## config.mk

```make
export PLATFORM = sky130hd
export DESIGN_NAME = branch_resolution_queue_flat
export DESIGN_NICKNAME = d
export VERILOG_FILES = /design/src/rtl/branch_resolution_queue_if.sv /design/src/rtl/branch_resolution_queue.sv /design/src/flat_wrapper.sv
export SDC_FILE = /design/constraint.sdc
export NUM_CORES = 1
export LEC_CHECK = 0
export CORE_MARGIN = 5
export CORE_UTILIZATION = 45
export CTS_CLUSTER_DIAMETER = 100
export CTS_CLUSTER_SIZE = 25
export DETAILED_ROUTE_END_ITERATION = 10
export PLACE_DENSITY = 0.73
export SLEW_MARGIN = 20
export SYNTH_ARGS = -nofsm -noshare
export SYNTH_HDL_FRONTEND = slang
export SYNTH_SLANG_ARGS = --single-unit
```

## constraint.sdc

```tcl
create_clock -name clk -period 1.9 [get_ports clk]
set_input_delay 0.38 -clock clk [delete_from_list [all_inputs] [get_ports clk]]
set_output_delay 0.38 -clock clk [all_outputs]
set_load 0.005 [all_outputs]
```

## src/rtl/branch_resolution_queue_if.sv

```systemverilog
// Bundles the prediction-issue, resolution, training and statistics signals of the branch resolution queue.
// Latency: none (wiring only).
// Backpressure: pred_ready is the only backpressure signal; resolution has no ready.
// Ports: the slave side (queue) takes pred_* and res_* and drives pred_ready, upd_*,
// mispredict, occupancy, res_underflow and the counters. The master side is the mirror image.
interface branch_resolution_queue_if #(
    parameter int address_width = 1,
    parameter int depth_log2    = 2,
    parameter int count_width   = 16
) ();
    logic                     pred_valid;
    logic                     pred_ready;
    logic [address_width-1:0] pred_address;
    logic                     pred_taken;
    logic                     res_valid;
    logic                     res_taken;
    logic                     upd_enable;
    logic [address_width-1:0] upd_address;
    logic                     upd_result;
    logic                     mispredict;
    logic [depth_log2:0]      occupancy;
    logic                     res_underflow;
    logic [count_width-1:0]   total_count;
    logic [count_width-1:0]   miss_count;

    modport slave (
        input  pred_valid, pred_address, pred_taken, res_valid, res_taken,
        output pred_ready, upd_enable, upd_address, upd_result, mispredict,
               occupancy, res_underflow, total_count, miss_count
    );

    modport master (
        output pred_valid, pred_address, pred_taken, res_valid, res_taken,
        input  pred_ready, upd_enable, upd_address, upd_result, mispredict,
               occupancy, res_underflow, total_count, miss_count
    );
endinterface

```

## src/rtl/branch_resolution_queue.sv

```systemverilog
// In-order queue of in-flight predictions. It matches each resolved outcome against the oldest entry and trains the predictor.
// Latency: the training strobe and the mispredict pulse appear 1 cycle after res_valid.
// Backpressure: pred_ready = !full, taken from registered occupancy; a push while full is ignored; a resolve on an empty queue only sets res_underflow.
// Ports: clk, rst_n (async, active low); bq (slave modport) carries pred_* in, pred_ready out,
// res_* in, upd_* / mispredict training outputs, occupancy, sticky res_underflow and the saturating counters.
module branch_resolution_queue #(
    parameter int address_width = 1,
    parameter int depth_log2    = 2,
    parameter int count_width   = 16
) (
    input  logic                    clk,
    input  logic                    rst_n,
    branch_resolution_queue_if.slave bq
);
    localparam int DEPTH = 1 << depth_log2;
    localparam logic [depth_log2:0]    FULL_OCC = {1'b1, {depth_log2{1'b0}}};
    localparam logic [count_width-1:0] CNT_MAX  = {count_width{1'b1}};

    typedef struct packed {
        logic [address_width-1:0] address;
        logic                     predicted;
    } entry_t;

    entry_t                   mem [DEPTH];
    logic [depth_log2-1:0]    wr_ptr;
    logic [depth_log2-1:0]    rd_ptr;
    logic [depth_log2:0]      occ;
    entry_t                   head;
    logic                     push;
    logic                     pop;
    logic                     miss;

    logic                     upd_enable_r;
    logic [address_width-1:0] upd_address_r;
    logic                     upd_result_r;
    logic                     mispredict_r;
    logic                     underflow_r;
    logic [count_width-1:0]   total_r;
    logic [count_width-1:0]   miss_r;

    assign head          = mem[rd_ptr];
    assign bq.pred_ready = (occ != FULL_OCC);
    assign push          = bq.pred_valid & bq.pred_ready;
    assign pop           = bq.res_valid & (occ != '0);
    assign miss          = pop & (bq.res_taken != head.predicted);

    // The payload storage needs no reset because the pointers and occupancy define which entries are valid.
    // A push that coincides with a mispredict is on the wrong path, so it is not written.
    always_ff @(posedge clk) begin
        if (push && !miss) begin
            mem[wr_ptr] <= '{address: bq.pred_address, predicted: bq.pred_taken};
        end
    end

    always_ff @(posedge clk or negedge rst_n) begin
        if (!rst_n) begin
            wr_ptr <= '0;
            rd_ptr <= '0;
            occ    <= '0;
        end else if (miss) begin
            // Every younger entry is on the wrong path, so the whole queue is flushed.
            wr_ptr <= '0;
            rd_ptr <= '0;
            occ    <= '0;
        end else begin
            if (push) wr_ptr <= wr_ptr + 1'b1;
            if (pop)  rd_ptr <= rd_ptr + 1'b1;
            if (push && !pop) begin
                occ <= occ + 1'b1;
            end else if (pop && !push) begin
                occ <= occ - 1'b1;
            end
        end
    end

    always_ff @(posedge clk or negedge rst_n) begin
        if (!rst_n) begin
            upd_enable_r  <= 1'b0;
            upd_address_r <= '0;
            upd_result_r  <= 1'b0;
            mispredict_r  <= 1'b0;
            underflow_r   <= 1'b0;
            total_r       <= '0;
            miss_r        <= '0;
        end else begin
            upd_enable_r <= pop;
            mispredict_r <= miss;
            // The address and result hold until the next resolve, so the predictor can sample them late.
            if (pop) begin
                upd_address_r <= head.address;
                upd_result_r  <= bq.res_taken;
            end
            if (bq.res_valid && occ == '0) underflow_r <= 1'b1;
            if (pop && total_r != CNT_MAX) total_r <= total_r + 1'b1;
            if (miss && miss_r != CNT_MAX) miss_r  <= miss_r + 1'b1;
        end
    end

    assign bq.upd_enable    = upd_enable_r;
    assign bq.upd_address   = upd_address_r;
    assign bq.upd_result    = upd_result_r;
    assign bq.mispredict    = mispredict_r;
    assign bq.occupancy     = occ;
    assign bq.res_underflow = underflow_r;
    assign bq.total_count   = total_r;
    assign bq.miss_count    = miss_r;
endmodule

```

## src/flat_wrapper.sv

```systemverilog
// flat-port wrapper written by rule: the top's interface ports become plain ports
module branch_resolution_queue_flat 
#(
    parameter int address_width = 1,
    parameter int depth_log2    = 2,
    parameter int count_width   = 16
)
  (clk, rst_n, bq_pred_valid, bq_pred_address, bq_pred_taken, bq_res_valid, bq_res_taken, bq_pred_ready, bq_upd_enable, bq_upd_address, bq_upd_result, bq_mispredict, bq_occupancy, bq_res_underflow, bq_total_count, bq_miss_count);
  branch_resolution_queue_if #(.address_width(address_width), .depth_log2(depth_log2), .count_width(count_width)) bq_i ();
  input  logic clk;
  input  logic rst_n;
  input wire logic [$bits(bq_i.pred_valid)-1:0] bq_pred_valid;
  input wire logic [$bits(bq_i.pred_address)-1:0] bq_pred_address;
  input wire logic [$bits(bq_i.pred_taken)-1:0] bq_pred_taken;
  input wire logic [$bits(bq_i.res_valid)-1:0] bq_res_valid;
  input wire logic [$bits(bq_i.res_taken)-1:0] bq_res_taken;
  output wire logic [$bits(bq_i.pred_ready)-1:0] bq_pred_ready;
  output wire logic [$bits(bq_i.upd_enable)-1:0] bq_upd_enable;
  output wire logic [$bits(bq_i.upd_address)-1:0] bq_upd_address;
  output wire logic [$bits(bq_i.upd_result)-1:0] bq_upd_result;
  output wire logic [$bits(bq_i.mispredict)-1:0] bq_mispredict;
  output wire logic [$bits(bq_i.occupancy)-1:0] bq_occupancy;
  output wire logic [$bits(bq_i.res_underflow)-1:0] bq_res_underflow;
  output wire logic [$bits(bq_i.total_count)-1:0] bq_total_count;
  output wire logic [$bits(bq_i.miss_count)-1:0] bq_miss_count;
  assign bq_i.pred_valid = bq_pred_valid;
  assign bq_i.pred_address = bq_pred_address;
  assign bq_i.pred_taken = bq_pred_taken;
  assign bq_i.res_valid = bq_res_valid;
  assign bq_i.res_taken = bq_res_taken;
  assign bq_pred_ready = bq_i.pred_ready;
  assign bq_upd_enable = bq_i.upd_enable;
  assign bq_upd_address = bq_i.upd_address;
  assign bq_upd_result = bq_i.upd_result;
  assign bq_mispredict = bq_i.mispredict;
  assign bq_occupancy = bq_i.occupancy;
  assign bq_res_underflow = bq_i.res_underflow;
  assign bq_total_count = bq_i.total_count;
  assign bq_miss_count = bq_i.miss_count;
  branch_resolution_queue #(.address_width(address_width), .depth_log2(depth_log2), .count_width(count_width)) u_core (.clk(clk), .rst_n(rst_n), .bq(bq_i));
endmodule
```

==> results.cfg <==
[synth]
postSynth.asyncResetShare_pct = 84.6
synthFlopType = dfrtp_1
yosys.area.top_type_share_pct = 42.6
synth_area_leaders = dfrtp_1, xor2_1, edfxtp_1
postSynthCellCount = 226
synth_compound_area_share_pct = 6.00
synth_top_family_by_area = simple AND/OR/NAND/NOR gates
synth_fa_ha_area_share_pct = 4.16
syn_area_mm2 = 0.00259
synth_area_leader_cell = dfrtp_1
yosysWarnings = 0
yosys.area_share.simple_pct = 19.4
syn_nets = 241
yosysUniqueCellTypes = 44
synth_edf_count = 8
synth_xor_area_share_pct = 11.5
ys_seq_elements = 52
avgSynthCellArea_um2 = 11.4
synthMuxAreaShare_pct = 4.35
yosysSeqAreaShare_pct = 51.9

[timing]
finalCriticalPeriod_ns = 1.83
rsz0062_at_grt = true
clock-skew-final_ns = 0.00421
hold_violations = 0
max_slew.worst_pin.slew_ns = 0.479
setup-violations-final = 0
fmax_mhz = 546
min_period_over_period_pct = 96.3
final_max_slew_viol_count = 0
fin_ws_ns = 0.0700
relSlewSlack_pct = 67.2
holdWs_ns = 0.0169

[power_and_ir_drop]
leakagePower_nw = 1.65
combPwrFrac_pct = 43.9
ir_drop_uv = 903
power_density_mw_per_mm2 = 1160
clkPwrFrac_pct = 17.7
p_int_mw = 2.81
seqPwrFrac_pct = 38.4
p_sw_mw = 1.43
switching_share_pct = 33.8

[die]
dieArea_mm2 = 0.00736
core_area_mm2 = 0.00554
num_rows = 27
die_w_um = 85.8
io_pins = 48
start_util_pct = 46.7
fp.dieH_um = 85.8

[setup_path]
cp.required_ns = 1.52
cp-end-kind = primary output
critPathSlowestCell = clkdlybuf4s50_1
critical_path_class = flop to primary output
worstSetupStartpointType = flop
cpLargestDelayFamily = buffers and inverters
path_buf_inv = 2
rrSetupSlack_ns = 0.08
slowest_delay_ns = 0.49
worstPathMaxFanout = 5
arrival_ns = 1.45
reg2reg_depth = 5
regToRegEndpoint = u_core.bq.miss_count[4]
reg2reg_from = u_core.rd_ptr[0]
path_cells = buf_4 -> nand2_1 -> clkdlybuf4s50_1

[cts]
tritoncts = yes
clk_latency_ns = 0.30
cts_max_level = 2
cts_sinks = 52
cts_buffer_depth = 2
root_buffer = clkbuf_8
holdBufCountCts = 0
clkTransAtPathRegs_ns = 0.09
cts-buffers-inserted = 5

[place]
dp.final_hpwl_um = 4150
gp_congestion = 0.857
pre_cts_slack_ns = -0.260
portBuffers = 47
dp.cells = 378

[global_route]
grt_pass1_vias = 2042
grtUsageTotal_pct = 15.7
grt-ovfl-total = 0
grt_pass1_wl_um = 9440
grt_antenna_before_repair = 0
grt_max_degree = 28

[detailed_routing]
drc = 0
wl_per_cell_um = 14.2
ant_nets = 0
num_vias = 2010
drt_iter0_markers = 134
vias_per_cell = 5.18
drtPass1Iterations = 4
drt-total-wl_um = 5510

[layout]
n_antenna_cell = 0
final_cell_mix = clkdlybuf4s50_1, dfrtp_1, buf_4
final_common_cell = clkdlybuf4s50_1
drive_gt1_share_pct = 25.9
fillCellCount = 440
nets = 330
final_cells = 388
area_delta_synth_final_pct = 41.5

[outcome]
status = completed

[worst_hold_path]
hp-class = primary input to asynchronous set/reset pin

[run]
cap_viol_max_count = 0
## final cells by class
class,count,area [µm²],share of cell area (%)
clock inverters,3,42.5,1.16
clock buffers,5,68.8,1.88
multi-input cells,159,1280,35.0
repair buffers,89,803,22.0
flip-flops and latches,52,1340,36.7
inverters,8,30.0,0.821
well taps,72,90.1,2.46
## through the flow
stage / instance area [µm²] / util (%) / TNS (ns) / total power [mW]
6_report: 3660 / 66.0 / 0 / 4.24
5_1_grt: 3660 / 66.0 / -0.00448 / 4.55
2_1_floorplan: 2590 / - / 0 / 2.47
3_3_place_gp: 3430 / 61.8 / -3.46 / 3.31
4_1_cts: 3570 / 64.4 / 0 / 4.15
3_5_place_dp: 3430 / 61.8 / -4.10 / 3.36
## how the worst max path moves through the flow
stage	start	end	slack, ns	cells past startpoint
2_1_floorplan	u_core.bq.occupancy[1]	u_core.bq.occupancy[1]	0.02	7
3_3_place_gp	bq_res_valid	u_core.bq.occupancy[2]	-0.21	8
3_5_place_dp	bq_res_valid	u_core.bq.occupancy[2]	-0.26	8
4_1_cts	u_core.mem[0][0]	u_core.bq.miss_count[1]	0.004	5
5_1_grt	u_core.bq.miss_count[0]	u_core.bq.miss_count[11]	-0.004	7
6_report	u_core.bq.occupancy[2]	bq_pred_ready	0.07	3
## flip-flops by register name, summed over array words and instances (netlist names)
register / count
u_core.mem: 8
u_core.wr_ptr: 2
u_core.bq.occupancy: 3
u_core.bq.upd_result: 1
u_core.bq.upd_enable: 1
u_core.bq.res_underflow: 1
u_core.rd_ptr: 2
u_core.bq.total_count: 16
u_core.bq.upd_address: 1
u_core.bq.miss_count: 16
u_core.bq.mispredict: 1
## timing repair
action | in CTS | in global routing
setup endpoints to repair | 13 | 25
setup buffers | 0 | 2
pin swaps | 1 | 3
gates resized for setup | 4 | 18
## kinds of logic after synthesis
logic type / count (synthesis)
adder cells (fa/ha/maj): 8
XOR/XNOR: 33
multiplexers: 8
AND/OR/NAND/NOR: 89
buffers and inverters: 15
AO/OA/AOI/OAI: 21
flip-flops: 52
## power by group through the flow
stage          clock network, mW  registers (mW)  logic, mW
5_1_grt                    0.823            1.67       2.05
6_report                   0.752            1.63       1.86
3_5_place_dp                   0            1.63       1.73
4_1_cts                    0.771            1.60       1.77
2_1_floorplan                  0            1.66      0.813
3_3_place_gp                   0            1.62       1.69
## routing by layer
metal  wire [µm]  up-vias  track usage [%]
met3         218        5             3.65
met4          52        0             3.60
met2        2820       34             27.0
met5           0        -                0
li1            -      982                -
met1        2420      989             20.2
## synthesized netlist by cell type, types with 2 or more instances
library cell,n
nor4b_1,3
nor4_2,7
a21oi_1,8
a211oi_1,2
xnor2_1,4
buf_2,3
mux2i_1,3
nand3_1,9
a2111oi_2,2
nor3_1,6
o31ai_1,2
nor2_1,14
or3_1,2
inv_1,8
dfrtp_1,44
mux2_2,3
xor2_1,28
nor4_1,3
edfxtp_1,8
nand2_1,26
and3_1,5
or2_2,2
ha_1,7
clkbuf_1,2
nand4_1,6
Note: power is estimated with default switching activity, not from simulation.
